<file path="src/rtl/pipe_exec_ctrl_pkg.sv">
// Shared types for the pipeline run/step/halt controller.
// The state encoding lives here so the controller and any debug logic agree on it.
package pipe_exec_ctrl_pkg;

  typedef enum logic [2:0] {
    ST_IDLE      = 3'd0,
    ST_RUN       = 3'd1,
    ST_STEP_WAIT = 3'd2,
    ST_DRAIN     = 3'd3,
    ST_HALTED    = 3'd4
  } state_t;

  function automatic logic is_busy(state_t s);
    return s inside {ST_RUN, ST_STEP_WAIT, ST_DRAIN};
  endfunction

endpackage

</file>
<file path="src/rtl/pipe_exec_ctrl_en_counter.sv">
// Wrapping up-counter with synchronous enable and synchronous clear.
// Clear wins over enable so a clear on an enabled cycle still lands at zero.
module pipe_exec_ctrl_en_counter #(
  parameter int W = 32
) (
  input  logic         i_clk,
  input  logic         i_rst,
  input  logic         i_en,
  input  logic         i_clr,
  output logic [W-1:0] o_cnt
);

  // NOTE: sequential state uses non-blocking assignments so every flop samples pre-edge values.
  always_ff @(posedge i_clk or negedge i_rst) begin
    if (!i_rst) begin
      o_cnt <= '0;
    end else if (i_clr) begin
      o_cnt <= '0;
    end else if (i_en) begin
      o_cnt <= o_cnt + W'(1);
    end
  end

endmodule

</file>
<file path="src/rtl/pipe_exec_ctrl.sv">
// Run/step/halt controller: gates every pipeline register enable, drains the pipe after a
// HALT is decoded, and keeps cycle / retired-instruction counters for the debug unit.
module pipe_exec_ctrl
  import pipe_exec_ctrl_pkg::*;
#(
  parameter int N_STAGES = 5,
  parameter int CNTBITS  = 32
) (
  input  logic                i_clk,
  input  logic                i_rst,
  input  logic                i_step_mode,
  input  logic                i_run,
  input  logic                i_step,
  input  logic                i_clear,
  input  logic                i_halt_id,
  input  logic                i_wb_valid,
  output logic [N_STAGES-1:0] o_stage_en,
  output logic                o_if_bubble,
  output logic                o_busy,
  output logic                o_done,
  output logic [CNTBITS-1:0]  o_cycle_cnt,
  output logic [CNTBITS-1:0]  o_retired_cnt
);

  localparam int DW = $clog2(N_STAGES);
  // HALT is already in ID/EX when the drain begins, so it needs N_STAGES-2 more cycles to reach WB.
  localparam logic [DW-1:0] DRAIN_LOAD = DW'(N_STAGES - 2);
  localparam logic [DW-1:0] DRAIN_ONE  = DW'(1);

  state_t         state, state_nx;
  logic [DW-1:0]  drain_cnt, drain_nx;
  logic           cnt_clr;

  // NOTE: the async reset also clears the drain counter, so a reset mid-drain leaves no residue.
  always_ff @(posedge i_clk or negedge i_rst) begin
    if (!i_rst) begin
      state     <= ST_IDLE;
      drain_cnt <= '0;
    end else begin
      state     <= state_nx;
      drain_cnt <= drain_nx;
    end
  end

  // NOTE: every combinational output gets a default first so no path infers a latch.
  always_comb begin
    state_nx = state;
    drain_nx = drain_cnt;
    unique case (state)
      ST_IDLE: begin
        if (i_step_mode)  state_nx = ST_STEP_WAIT;
        else if (i_run)   state_nx = ST_RUN;
      end
      ST_RUN: begin
        if (i_halt_id) begin
          state_nx = ST_DRAIN;
          drain_nx = DRAIN_LOAD;
        end
      end
      ST_STEP_WAIT: begin
        if (i_halt_id && i_step) begin
          state_nx = ST_DRAIN;
          drain_nx = DRAIN_LOAD;
        end
      end
      ST_DRAIN: begin
        // The decrement that reaches zero is the edge on which HALT retires from WB.
        drain_nx = drain_cnt - DRAIN_ONE;
        if (drain_cnt == DRAIN_ONE) state_nx = ST_HALTED;
      end
      ST_HALTED: begin
        if (i_clear) state_nx = ST_IDLE;
      end
      default: state_nx = ST_IDLE;
    endcase
  end

  always_comb begin
    o_stage_en  = '0;
    o_if_bubble = 1'b0;
    o_busy      = is_busy(state);
    o_done      = (state == ST_HALTED);
    unique case (state)
      ST_RUN:       o_stage_en = '1;
      ST_STEP_WAIT: o_stage_en = {N_STAGES{i_step}};
      ST_DRAIN: begin
        o_stage_en  = {{(N_STAGES-1){1'b1}}, 1'b0};
        o_if_bubble = 1'b1;
      end
      default: ;
    endcase
  end

  assign cnt_clr = (state == ST_HALTED) && i_clear;

  pipe_exec_ctrl_en_counter #(.W(CNTBITS)) u_cycle_cnt (
    .i_clk (i_clk),
    .i_rst (i_rst),
    .i_en  (|o_stage_en),
    .i_clr (cnt_clr),
    .o_cnt (o_cycle_cnt)
  );

  pipe_exec_ctrl_en_counter #(.W(CNTBITS)) u_retired_cnt (
    .i_clk (i_clk),
    .i_rst (i_rst),
    .i_en  (o_stage_en[N_STAGES-1] && i_wb_valid),
    .i_clr (cnt_clr),
    .o_cnt (o_retired_cnt)
  );

endmodule
</file>
<file path="config.mk">
export PLATFORM = sky130hd
export DESIGN_NAME = pipe_exec_ctrl
export DESIGN_NICKNAME = d
export VERILOG_FILES = /design/src/rtl/pipe_exec_ctrl_pkg.sv /design/src/rtl/pipe_exec_ctrl_en_counter.sv /design/src/rtl/pipe_exec_ctrl.sv
export SDC_FILE = /design/constraint.sdc
export NUM_CORES = 1
export LEC_CHECK = 0
export CORE_MARGIN = 10
export CORE_UTILIZATION = 48
export CTS_BUF_LIST = sky130_fd_sc_hd__clkbuf_4 sky130_fd_sc_hd__clkbuf_8
export DETAILED_ROUTE_END_ITERATION = 10
export GPL_TIMING_DRIVEN = 0
export PLACE_DENSITY = 0.84
export SLEW_MARGIN = 20
export SYNTH_ARGS = -nofsm -noshare
export SYNTH_HDL_FRONTEND = slang
export SYNTH_SLANG_ARGS = --single-unit
</file>
<file path="constraint.sdc">
create_clock -name i_clk -period 2.1 [get_ports i_clk]
set_clock_uncertainty 0.1 [all_clocks]
set_input_delay 0.42 -clock i_clk [delete_from_list [all_inputs] [get_ports i_clk]]
set_output_delay 0.42 -clock i_clk [all_outputs]
set_load 0.02 [all_outputs]
</file>
; Yosys cells after proc, flatten, opt, wreduce, memory -nomap -nowiden
; Cells that the tools add are included.
[totals]
in_bits = 8
ff_bits = 70
word_cells = 41
output_inout_bits = 72
[op_classes]
muxes = 14
n_reduce_logical = 10
add_sub_neg = 3
eq_ne = 10
[op_table]
columns = op, count
row1 = $mux 32, 4
row2 = $add 32x1->32 const B, 2
row3 = $mux 3, 6
row4 = $pmux 3 s5, 1
row5 = $pmux 5 s3, 1
row6 = $pmux 3 s3, 1
row7 = $ne 2x2->1 const B, 4
row8 = $eq 3x1->1 const B, 2
row9 = $eq 3x2->1 const B, 2
row10 = $reduce_and 5->1, 1
row11 = $reduce_or 5->1, 1
row12 = $reduce_bool 2->1, 2
row13 = $eq 3x3->1 const B, 1
row14 = $logic_and 1x1->1, 3
row15 = $logic_not 3->1, 1
row16 = $ne 3x3->1 const B, 1
row17 = $reduce_and 3->1, 1
row18 = $reduce_bool 3->1, 1
row19 = $sub 3x1->3 const B, 1
row20 = $mux 1, 1

; Logic depth before layout (Yosys ltp)
; Gate-level depths: netlist of the first run.
[depth]
ltp_word = 5
mapped_depth = 7
mapped_depth_nobuf = 5

; Modules after synthesis
; Synthesis of the first run repeated with hierarchy kept, for this count alone.
[hier_totals]
cells_unflattened = 404
hier_area_um2 = 3843.7
[by_module_without_submodules]
columns = module, cells_each, area_each_um2, seq_area_each_um2, instances
row1 = pipe_exec_ctrl_en_counter, 176, 1680.4, 800.8, 2
row2 = pipe_exec_ctrl, 52, 483.0, 150.1, 1

; Worst setup path before layout of the first run
; Ideal clock, no wire load.
[synth_timing]
kind = flip-flop to flip-flop
from = register u_retired_cnt.o_cnt[8]
to = register u_retired_cnt.o_cnt[27]
setup_slack_ns = -0.058
n_path_buf = 1
t_arrival_ns = 1.984
path_stages_with_launch = 6
setup_ns = 0.074
period_less_slack_ns = 2.158
path_cell_list = dfrtp_1 nand4_2 or4_4 buf_6 or4_4 a21oi_2
[synth_via]
elab_chain_len = 3
[synth_lines]
columns = element, line_no
row1 = from (decl), pipe_exec_ctrl_en_counter.sv:10  ; output logic [W-1:0] o_cnt
row2 = from (signal assigned), pipe_exec_ctrl_en_counter.sv:20  ; o_cnt <= o_cnt + W'(1);
row3 = $add 32x1->32, pipe_exec_ctrl_en_counter.sv:20
row4 = $mux 32, pipe_exec_ctrl_en_counter.sv:19  ; end else if (i_en) begin
row5 = $mux 32, pipe_exec_ctrl_en_counter.sv:17  ; end else if (i_clr) begin
; Every way passes these cells. The select of a mux whose other input is x is not followed.
; A chain may end at the register's enable or synchronous reset.

; Final worst setup path of the first run
[layout_timing]
from = register u_cycle_cnt.o_cnt[11]
to = register u_cycle_cnt.o_cnt[29]
[layout_via]
elab_chain_len = 3
[layout_lines]
columns = element, line_no
row1 = from (decl), pipe_exec_ctrl_en_counter.sv:10
row2 = from (signal assigned), pipe_exec_ctrl_en_counter.sv:20
row3 = $add 32x1->32, pipe_exec_ctrl_en_counter.sv:20
row4 = $mux 32, pipe_exec_ctrl_en_counter.sv:19
row5 = $mux 32, pipe_exec_ctrl_en_counter.sv:17
; Every way passes these cells. The select of a mux whose other input is x is not followed.

==> tab_implementation.tex, run 1 <==
\begin{tabular}{lr}
\hline
Metric & Value \\
\hline
\multicolumn{2}{l}{\textbf{Place}} \\
Count of buffers inserted at the top-level ports & 79 \\
Weighted congestion at the end of routability-driven global placement & roughly 0.95 \\
Cell Count Post-Placement & 618 \\
Detailed placer's ending HPWL & 8.54 mm \\
\multicolumn{2}{l}{\textbf{STA}} \\
Timing-limited maximum frequency & 0.479 GHz \\
Tightest slew margin relative to the limit & 0.574 \\
Portion of the clock cycle consumed by the worst path in the final layout & 0.995 \\
RSZ-0062 raised after global routing & yes \\
Setup-violating endpoint count in the final report & 0 \\
Total negative slack for setup checks & 0 ns \\
Final hold vios & 0 \\
WHS & 0.386 ns \\
Final count of pins violating max slew & 0 \\
Final critical delay including setup and external delays & 2.09 ns \\
Slew at the pin closest to its max-slew limit & 0.639 ns \\
\multicolumn{2}{l}{\textbf{Synth}} \\
Post-Syn Nets & $\sim$450 \\
Count of mapped cells out of synthesis & 433 \\
Post-synth EDFFs & 0 \\
Sequential element share of the synthesized area & 0.440 \\
Post-synth top area share & 0.440 \\
Average cell area after synthesis & 9.20 µm² \\
Top cell type by total area after synthesis & sky130\_fd\_sc\_hd\_\_dfrtp\_1 \\
Syn. warnings & 0 \\
Synth Flop Type & sky130\_fd\_sc\_hd\_\_dfrtp\_1 \\
Distinct cells, synth & a little over 50 \\
Async set or reset register ratio after synthesis & 1.00 \\
Number of register bits inferred by synthesis & 70 \\
Post-synthesis instance area & 3980 µm² \\
Main area contributors after synthesis & sky130\_fd\_sc\_hd\_\_dfrtp\_1, sky130\_fd\_sc\_hd\_\_a21oi\_1, sky130\_fd\_sc\_hd\_\_nand2\_1, sky130\_fd\_sc\_hd\_\_o31ai\_1, sky130\_fd\_sc\_hd\_\_mux2i\_1 \\
\multicolumn{2}{l}{\textbf{Drt}} \\
Via Count & 4,219 \\
Final WL & 13.3 mm \\
Number of design rule violations left after detail routing & 0 \\
Violation count after the first detailed-route iteration & 329 \\
DRT antenna net count & 0 \\
Ratio of routed vias to standard cells & 6.22 \\
WL per Instance & $\sim$20 µm \\
Iteration count of the initial detailed-routing pass & 5 \\
\multicolumn{2}{l}{\textbf{Critical path}} \\
Required time of the worst setup path & between 2 and 2.5 ns \\
Element type at the critical path start & register \\
Depth of the worst register-to-register path & 5 \\
Crit Path Category & register to register \\
Critical path endpoint category & register \\
Critical Path Fanout Max & 6 \\
WP data arrival & around 2.3 ns \\
\multicolumn{2}{l}{\textbf{Die}} \\
Overall die height & around 110 µm \\
Die outline area & 12,300 µm² \\
Core Footprint & about 8000 µm² \\
Std cell rows & 33 \\
Die width & 111 µm \\
Boundary pin count & 80 \\
Initial Util & 0.490 \\
\multicolumn{2}{l}{\textbf{CTS}} \\
Number of clock buffers inserted by TritonCTS & 9 \\
Clk pin slew, worst setup/hold paths & 0.07 ns \\
Max Root-Sink Buffers & 2 \\
Total number of clock tree sinks & 70 \\
H-tree lvl count & 3 \\
Root Driver & sky130\_fd\_sc\_hd\_\_clkbuf\_8 \\
TritonCTS clock tree & done \\
Insertion delay of the later-clocked pin in the worst-skew pair & 0.35 ns \\
\multicolumn{2}{l}{\textbf{Cells and area}} \\
Syn-to-layout area delta & 43.7\% \\
Proportion of layout cells with a drive suffix above 1 & 0.272 \\
Antenna diode count & 0 \\
Fraction of the core area covered by cells at the end of the flow & 0.704 \\
Fin nets & 580 \\
Finished Layout Cells & 678 \\
\multicolumn{2}{l}{\textbf{Global routing}} \\
GR Overflow Total & 0 \\
Global routing usage summed across all routing layers & 0.192 \\
Antenna violations before repair & 0 \\
Largest net degree at the start of global routing & 38 \\
Wire length of the first global-routing pass & 20.1 mm \\
Number of global-route vias before repair & about 4,000 \\
\multicolumn{2}{l}{\textbf{Power and ir drop}} \\
Maximum VDD drop & 0.651 mV \\
Static leakage & 0.00227 µW \\
Total power of the final layout & around 5000 µW \\
Power density relative to cell area & 873 nW/µm² \\
\multicolumn{2}{l}{\textbf{Run}} \\
Max Cap Viol & 0 \\
\multicolumn{2}{l}{\textbf{Hold path}} \\
Path class of the lowest-slack min-delay path & register to register \\
Hold Path Stages & 1 \\
\multicolumn{2}{l}{\textbf{Outcome}} \\
Result of the run & finished, final reports clean \\
\hline
\end{tabular}
cells by family (layout without fill, tap and decap cells):
family	after synthesis	in the layout	share of synthesized area
flops	70	70	0.440
mux	16	16	0.0408
simple gates	202	202	0.290
xor+xnor	15	15	0.0330
buf+inv	37	177	0.0424
compound gates	89	89	0.141
fa+ha+maj	4	4	0.0126
worst max-delay path: stages (launching register included):
cell,delay (ns)
sky130_fd_sc_hd__dfrtp_2,0.42
sky130_fd_sc_hd__nand4_1,0.16
sky130_fd_sc_hd__or4_4,0.53
sky130_fd_sc_hd__buf_4,0.16
sky130_fd_sc_hd__or4b_1,0.50
sky130_fd_sc_hd__a21oi_1,0.16
stage by stage:
step / setup WS [ns] / instance area, µm²
3_5_place_dp: -1.02 / 4940
4_1_cts: 0.00185 / 5380
6_report: 0.0110 / 5720
3_3_place_gp: -2.12 / 4920
5_1_grt: -0.0682 / 5720
2_1_floorplan: -0.0233 / 4000
cell usage after synthesis (7+ instances only):
library cell,instances
sky130_fd_sc_hd__and3_1,7
sky130_fd_sc_hd__nand2_1,40
sky130_fd_sc_hd__nand4_1,19
sky130_fd_sc_hd__or3_1,9
sky130_fd_sc_hd__clkbuf_1,15
sky130_fd_sc_hd__or4_1,18
sky130_fd_sc_hd__xnor2_1,12
sky130_fd_sc_hd__nor2_1,24
sky130_fd_sc_hd__dfrtp_1,70
sky130_fd_sc_hd__nor3_1,14
sky130_fd_sc_hd__nor4_1,11
sky130_fd_sc_hd__inv_1,12
sky130_fd_sc_hd__o21ai_0,16
sky130_fd_sc_hd__nand3_1,22
sky130_fd_sc_hd__and4_1,11
sky130_fd_sc_hd__o31ai_1,19
sky130_fd_sc_hd__a21oi_1,33
sky130_fd_sc_hd__mux2i_1,14
final timing paths:
check	end	slack [ns]	startpoint
worst min-delay path	drain_cnt[2]	0.39	drain_cnt[2]
max in group asynchronous	u_retired_cnt.o_cnt[1]	0.85	i_rst
worst max register to register	u_cycle_cnt.o_cnt[29]	0.01	u_cycle_cnt.o_cnt[11]
worst max-delay path	u_cycle_cnt.o_cnt[29]	0.01	u_cycle_cnt.o_cnt[11]
min in group asynchronous	u_cycle_cnt.o_cnt[0]	0.47	i_rst
worst min register to register	drain_cnt[2]	0.39	drain_cnt[2]
final cells by class:
cell class / count / area [µm²]
Clock buffer: 15 / 181
Tap cell: 105 / 131
Clock inverter: 1 / 5.00
Inverter: 12 / 45.0
Timing Repair Buffer: 124 / 1150
Sequential cell: 70 / 1780
Fill cell: 578 / 2410
Multi-Input combinational cell: 326 / 2220
Buffer: 25 / 210
state kept, by name (all words and copies together) (netlist names):
register and flops:
state 3, u_cycle_cnt.o_cnt 32, u_retired_cnt.o_cnt 32, drain_cnt 3
cell usage in the layout, fill, tap and decap left out, types with 14 or more instances in the layout:
cell	n
sky130_fd_sc_hd__a21oi_1	32
sky130_fd_sc_hd__buf_4	45
sky130_fd_sc_hd__clkdlybuf4s50_1	69
sky130_fd_sc_hd__dfrtp_1	46
sky130_fd_sc_hd__dfrtp_2	24
sky130_fd_sc_hd__mux2i_1	14
sky130_fd_sc_hd__nand2_1	39
sky130_fd_sc_hd__nand3_1	20
sky130_fd_sc_hd__nand4_1	19
sky130_fd_sc_hd__nor2_1	22
sky130_fd_sc_hd__nor3_1	14
sky130_fd_sc_hd__o21ai_0	16
sky130_fd_sc_hd__or4_1	16
report_power, final:
| group | internal (µW) | switching [µW] | leakage, µW | total [µW] |
|---|---|---|---|---|
| combinational | 1020 | 1150 | 0.00127 | 2170 |
| clock | 547 | 515 | 0.000101 | 1060 |
| sequential | 1550 | 214 | 0.000896 | 1770 |
| total | 3120 | 1870 | 0.00227 | 5000 |
routing by layer:
metal | track usage | part of all wire
met1 | 0.231 | 0.40
met2 | 0.324 | 0.51
met3 | 0.0455 | 0.069
met4 | 0.0737 | 0.024
met5 | 0 | 0
repair_timing:
item	4_1_cts	5_1_grt
gates resized for setup	70	57
setup endpoints to repair	68	65
pin swaps	3	11
hold endpoints to repair	33	0
cloned	0	2
hold buffers	1	0
setup buffers	17	24
Power figures use the tool's default switching activity.
==> run 2: changes to the inputs <==
Settings changed: SKIP_CTS_REPAIR_TIMING from default to 1.
==> run 2 against run 1 <==
Net effect:
- the flow now finishes with violations (negative setup slack)
- maximum frequency fell by 1.1%
- critical path depth rose by 1
- setup slack got worse by 0.023 ns
- core utilization fell by 0.23 points
- first-iteration DRC count fell by 1.8%
- worst hold slack improved by 0.0023 ns
- sequential share of layout area rose by 0.12 points
- die area did not move
- highest routed layer unchanged
==> tab_implementation.tex, run 2 (same netlist as run 1, synthesis figures left out) <==
\begin{tabular}{lr}
\hline
Metric & Value \\
\hline
\multicolumn{2}{l}{\textbf{CTS}} \\
Clk pin slew, worst setup/hold paths & 0.07 ns (about the same) \\
TritonCTS clock tree & done \\
Root Driver & sky130\_fd\_sc\_hd\_\_clkbuf\_8 \\
Max Root-Sink Buffers & 2 (unchanged) \\
H-tree lvl count & 3 (unchanged) \\
Number of clock buffers inserted by TritonCTS & 9 (unchanged) \\
Total number of clock tree sinks & 70 (unchanged) \\
Insertion delay of the later-clocked pin in the worst-skew pair & 0.35 ns (about the same) \\
\multicolumn{2}{l}{\textbf{Place}} \\
Dpl ws & -1.02 ns (unchanged) \\
Count of buffers inserted at the top-level ports & 79 (unchanged) \\
Weighted congestion at the end of routability-driven global placement & 0.951 (unchanged) \\
Detailed placer's ending HPWL & 8.54 mm (unchanged) \\
\multicolumn{2}{l}{\textbf{Global routing}} \\
Number of global-route vias before repair & 3,766 (-5.8\%) \\
Antenna violations before repair & 0 (unchanged) \\
Wire length of the first global-routing pass & 19.2 mm (-4.9\%) \\
GR Overflow Total & 0 (unchanged) \\
Met2 usage & 0.300 (-0.0236) \\
GR peak layer & met2 \\
Met1 layer usage reported by global route & 0.227 (-0.00380) \\
Met3 track demand over resource in global routing & 0.0460 (+0.000541) \\
Largest net degree at the start of global routing & 38 (unchanged) \\
Global routing usage summed across all routing layers & 0.182 (-0.0103) \\
\multicolumn{2}{l}{\textbf{Drt}} \\
DRT antenna net count & 0 (unchanged) \\
Number of design rule violations left after detail routing & 0 (unchanged) \\
Violation count after the first detailed-route iteration & 323 (-1.8\%) \\
Ratio of routed vias to standard cells & 6.24 (+0.30\%) \\
Final WL & 12.9 mm (-2.7\%) \\
WL per Instance & 19.2 µm (-1.9\%) \\
Iteration count of the initial detailed-routing pass & 5 (unchanged) \\
Via Count & 4,194 (-0.59\%) \\
\multicolumn{2}{l}{\textbf{STA}} \\
Portion of the clock cycle consumed by the worst path in the final layout & 1.01 (+0.0110) \\
Tightest slew margin relative to the limit & 0.580 (+0.00532) \\
Total negative slack for setup checks & -0.0265 ns (-0.0265 ns) \\
Slew at the pin closest to its max-slew limit & 0.631 ns (-0.00798 ns) \\
Final count of pins violating max slew & 0 (unchanged) \\
WHS & 0.388 ns (+0.00229 ns) \\
Setup-violating endpoint count in the final report & 3 (+3) \\
Final hold vios & 0 (unchanged) \\
RSZ-0062 raised after global routing & yes \\
Timing-limited maximum frequency & 0.473 GHz (-1.1\%) \\
Final critical delay including setup and external delays & 2.11 ns (+0.0231 ns) \\
Final worst slack & -0.0122 ns (-0.0231 ns) \\
\multicolumn{2}{l}{\textbf{Critical path}} \\
Cells along the critical path & clkdlybuf4s50\_1, nor4bb\_1, clkbuf\_4, buf\_2, buf\_2, nor2\_1 \\
WP data arrival & 2.24 ns (-0.03 ns) \\
Startpoint of the lowest-slack register-to-register path & u\_cycle\_cnt.o\_cnt[16] \\
Worst R2R Setup Slack & 0.01 ns (about the same) \\
Element type at the critical path start & primary input \\
Cell occurring most often along the worst timing path & sky130\_fd\_sc\_hd\_\_buf\_2 \\
Critical path endpoint category & register \\
Critical R2R Capture & u\_cycle\_cnt.o\_cnt[24] \\
Crit Path Category & primary input to register \\
Depth of the worst register-to-register path & 4 (-1) \\
Critical Path Fanout Max & 10 (+4) \\
Required time of the worst setup path & 2.22 ns (-0.06 ns) \\
Slowest cell on the critical path & sky130\_fd\_sc\_hd\_\_clkdlybuf4s50\_1 \\
Largest stage delay on the critical path & 0.52 ns (about the same) \\
\multicolumn{2}{l}{\textbf{Cells and area}} \\
Top flop regs & u\_cycle\_cnt.o\_cnt: 32 flops, u\_retired\_cnt.o\_cnt: 32 flops \\
Fin nets & 574 (-1.0\%) \\
Syn-to-layout area delta & 43.2\% \\
Leading cell types in the layout, fill and taps excluded & sky130\_fd\_sc\_hd\_\_clkdlybuf4s50\_1, sky130\_fd\_sc\_hd\_\_dfrtp\_1, sky130\_fd\_sc\_hd\_\_buf\_4 \\
Fraction of the core area covered by cells at the end of the flow & 0.701 (-0.00231) \\
Fill cell instance count of the final layout & 575 (-0.52\%) \\
Proportion of layout cells with a drive suffix above 1 & 0.272 (-0.000646) \\
Antenna diode count & 0 (unchanged) \\
Most common cell after layout, fill and taps aside & sky130\_fd\_sc\_hd\_\_clkdlybuf4s50\_1 \\
\multicolumn{2}{l}{\textbf{Die}} \\
Die width & 111 µm (unchanged) \\
Core Footprint & 8130 µm² (unchanged) \\
Std cell rows & 33 (unchanged) \\
Boundary pin count & 80 (unchanged) \\
Overall die height & 111 µm (unchanged) \\
Die outline area & 12,300 µm² (unchanged) \\
Initial Util & 0.490 (unchanged) \\
\multicolumn{2}{l}{\textbf{Hold path}} \\
Hold Path Sink & drain\_cnt[2] \\
Hold Path Stages & 1 (unchanged) \\
Path class of the lowest-slack min-delay path & register to register \\
Startpoint of the worst hold path & drain\_cnt[2] \\
\multicolumn{2}{l}{\textbf{Run}} \\
Max Cap Viol & 0 (unchanged) \\
\multicolumn{2}{l}{\textbf{Power and ir drop}} \\
Maximum VDD drop & 0.550 mV (-15\%) \\
Power density relative to cell area & 883 nW/µm² (+1.1\%) \\
Static leakage & 0.00227 µW (about the same) \\
\multicolumn{2}{l}{\textbf{Outcome}} \\
Result of the run & finished with violations \\
Violations in the final reports & negative setup slack \\
\hline
\end{tabular}
-- run 2: layout make-up --
type	instances	area (µm²)	share of cell area
repair buffers	118	1110	0.194
clock inverters	1	5.00	0.000877
well taps	105	131	0.0230
multi-input cells	326	2260	0.397
flip-flops and latches	70	1780	0.313
clock buffers	15	181	0.0318
inverters	12	45.0	0.00790
plain buffers	25	186	0.0327
-- run 2: worst max-delay path, delay by kind of cell --
kind	cells	cell delay [ns]
and+or+nand+nor	2	0.44
buffers and inverters	4	1.36
-- run 2: where the power goes --
part | internal, µW | total [µW] | switching [µW] | leakage (µW)
combinational | 1040 | 2150 | 1110 | 0.00127
clock | 546 | 1050 | 506 | 0.000101
sequential | 1550 | 1830 | 280 | 0.000894
total | 3140 | 5030 | 1890 | 0.00227
-- run 2: metal layers --
metal	vias up	routed length, µm
li1	1888	-
met1	2070	5040
met2	205	6560
met3	31	1060
met4	0	268
met5	-	0
-- run 2: worst max-delay path by stage --
stage,start,to
final,i_clear,u_retired_cnt.o_cnt[3]
after global routing,i_clear,u_retired_cnt.o_cnt[3]
after CTS,state[1],o_stage_en[2]
after detailed placement,i_step,o_stage_en[2]
after global placement,i_rst,u_cycle_cnt.o_cnt[12]
after floorplan,u_retired_cnt.o_cnt[11],u_retired_cnt.o_cnt[27]
-- run 2: through the flow --
stage               cell area, µm²  total power, µW  std cells
floorplan                     4000             2850        433
global placement              4920             3520        617
detailed placement            4940             3600        618
CTS                           5130             4630        634
global route                  5700             5270        672
finish                        5700             5030        672
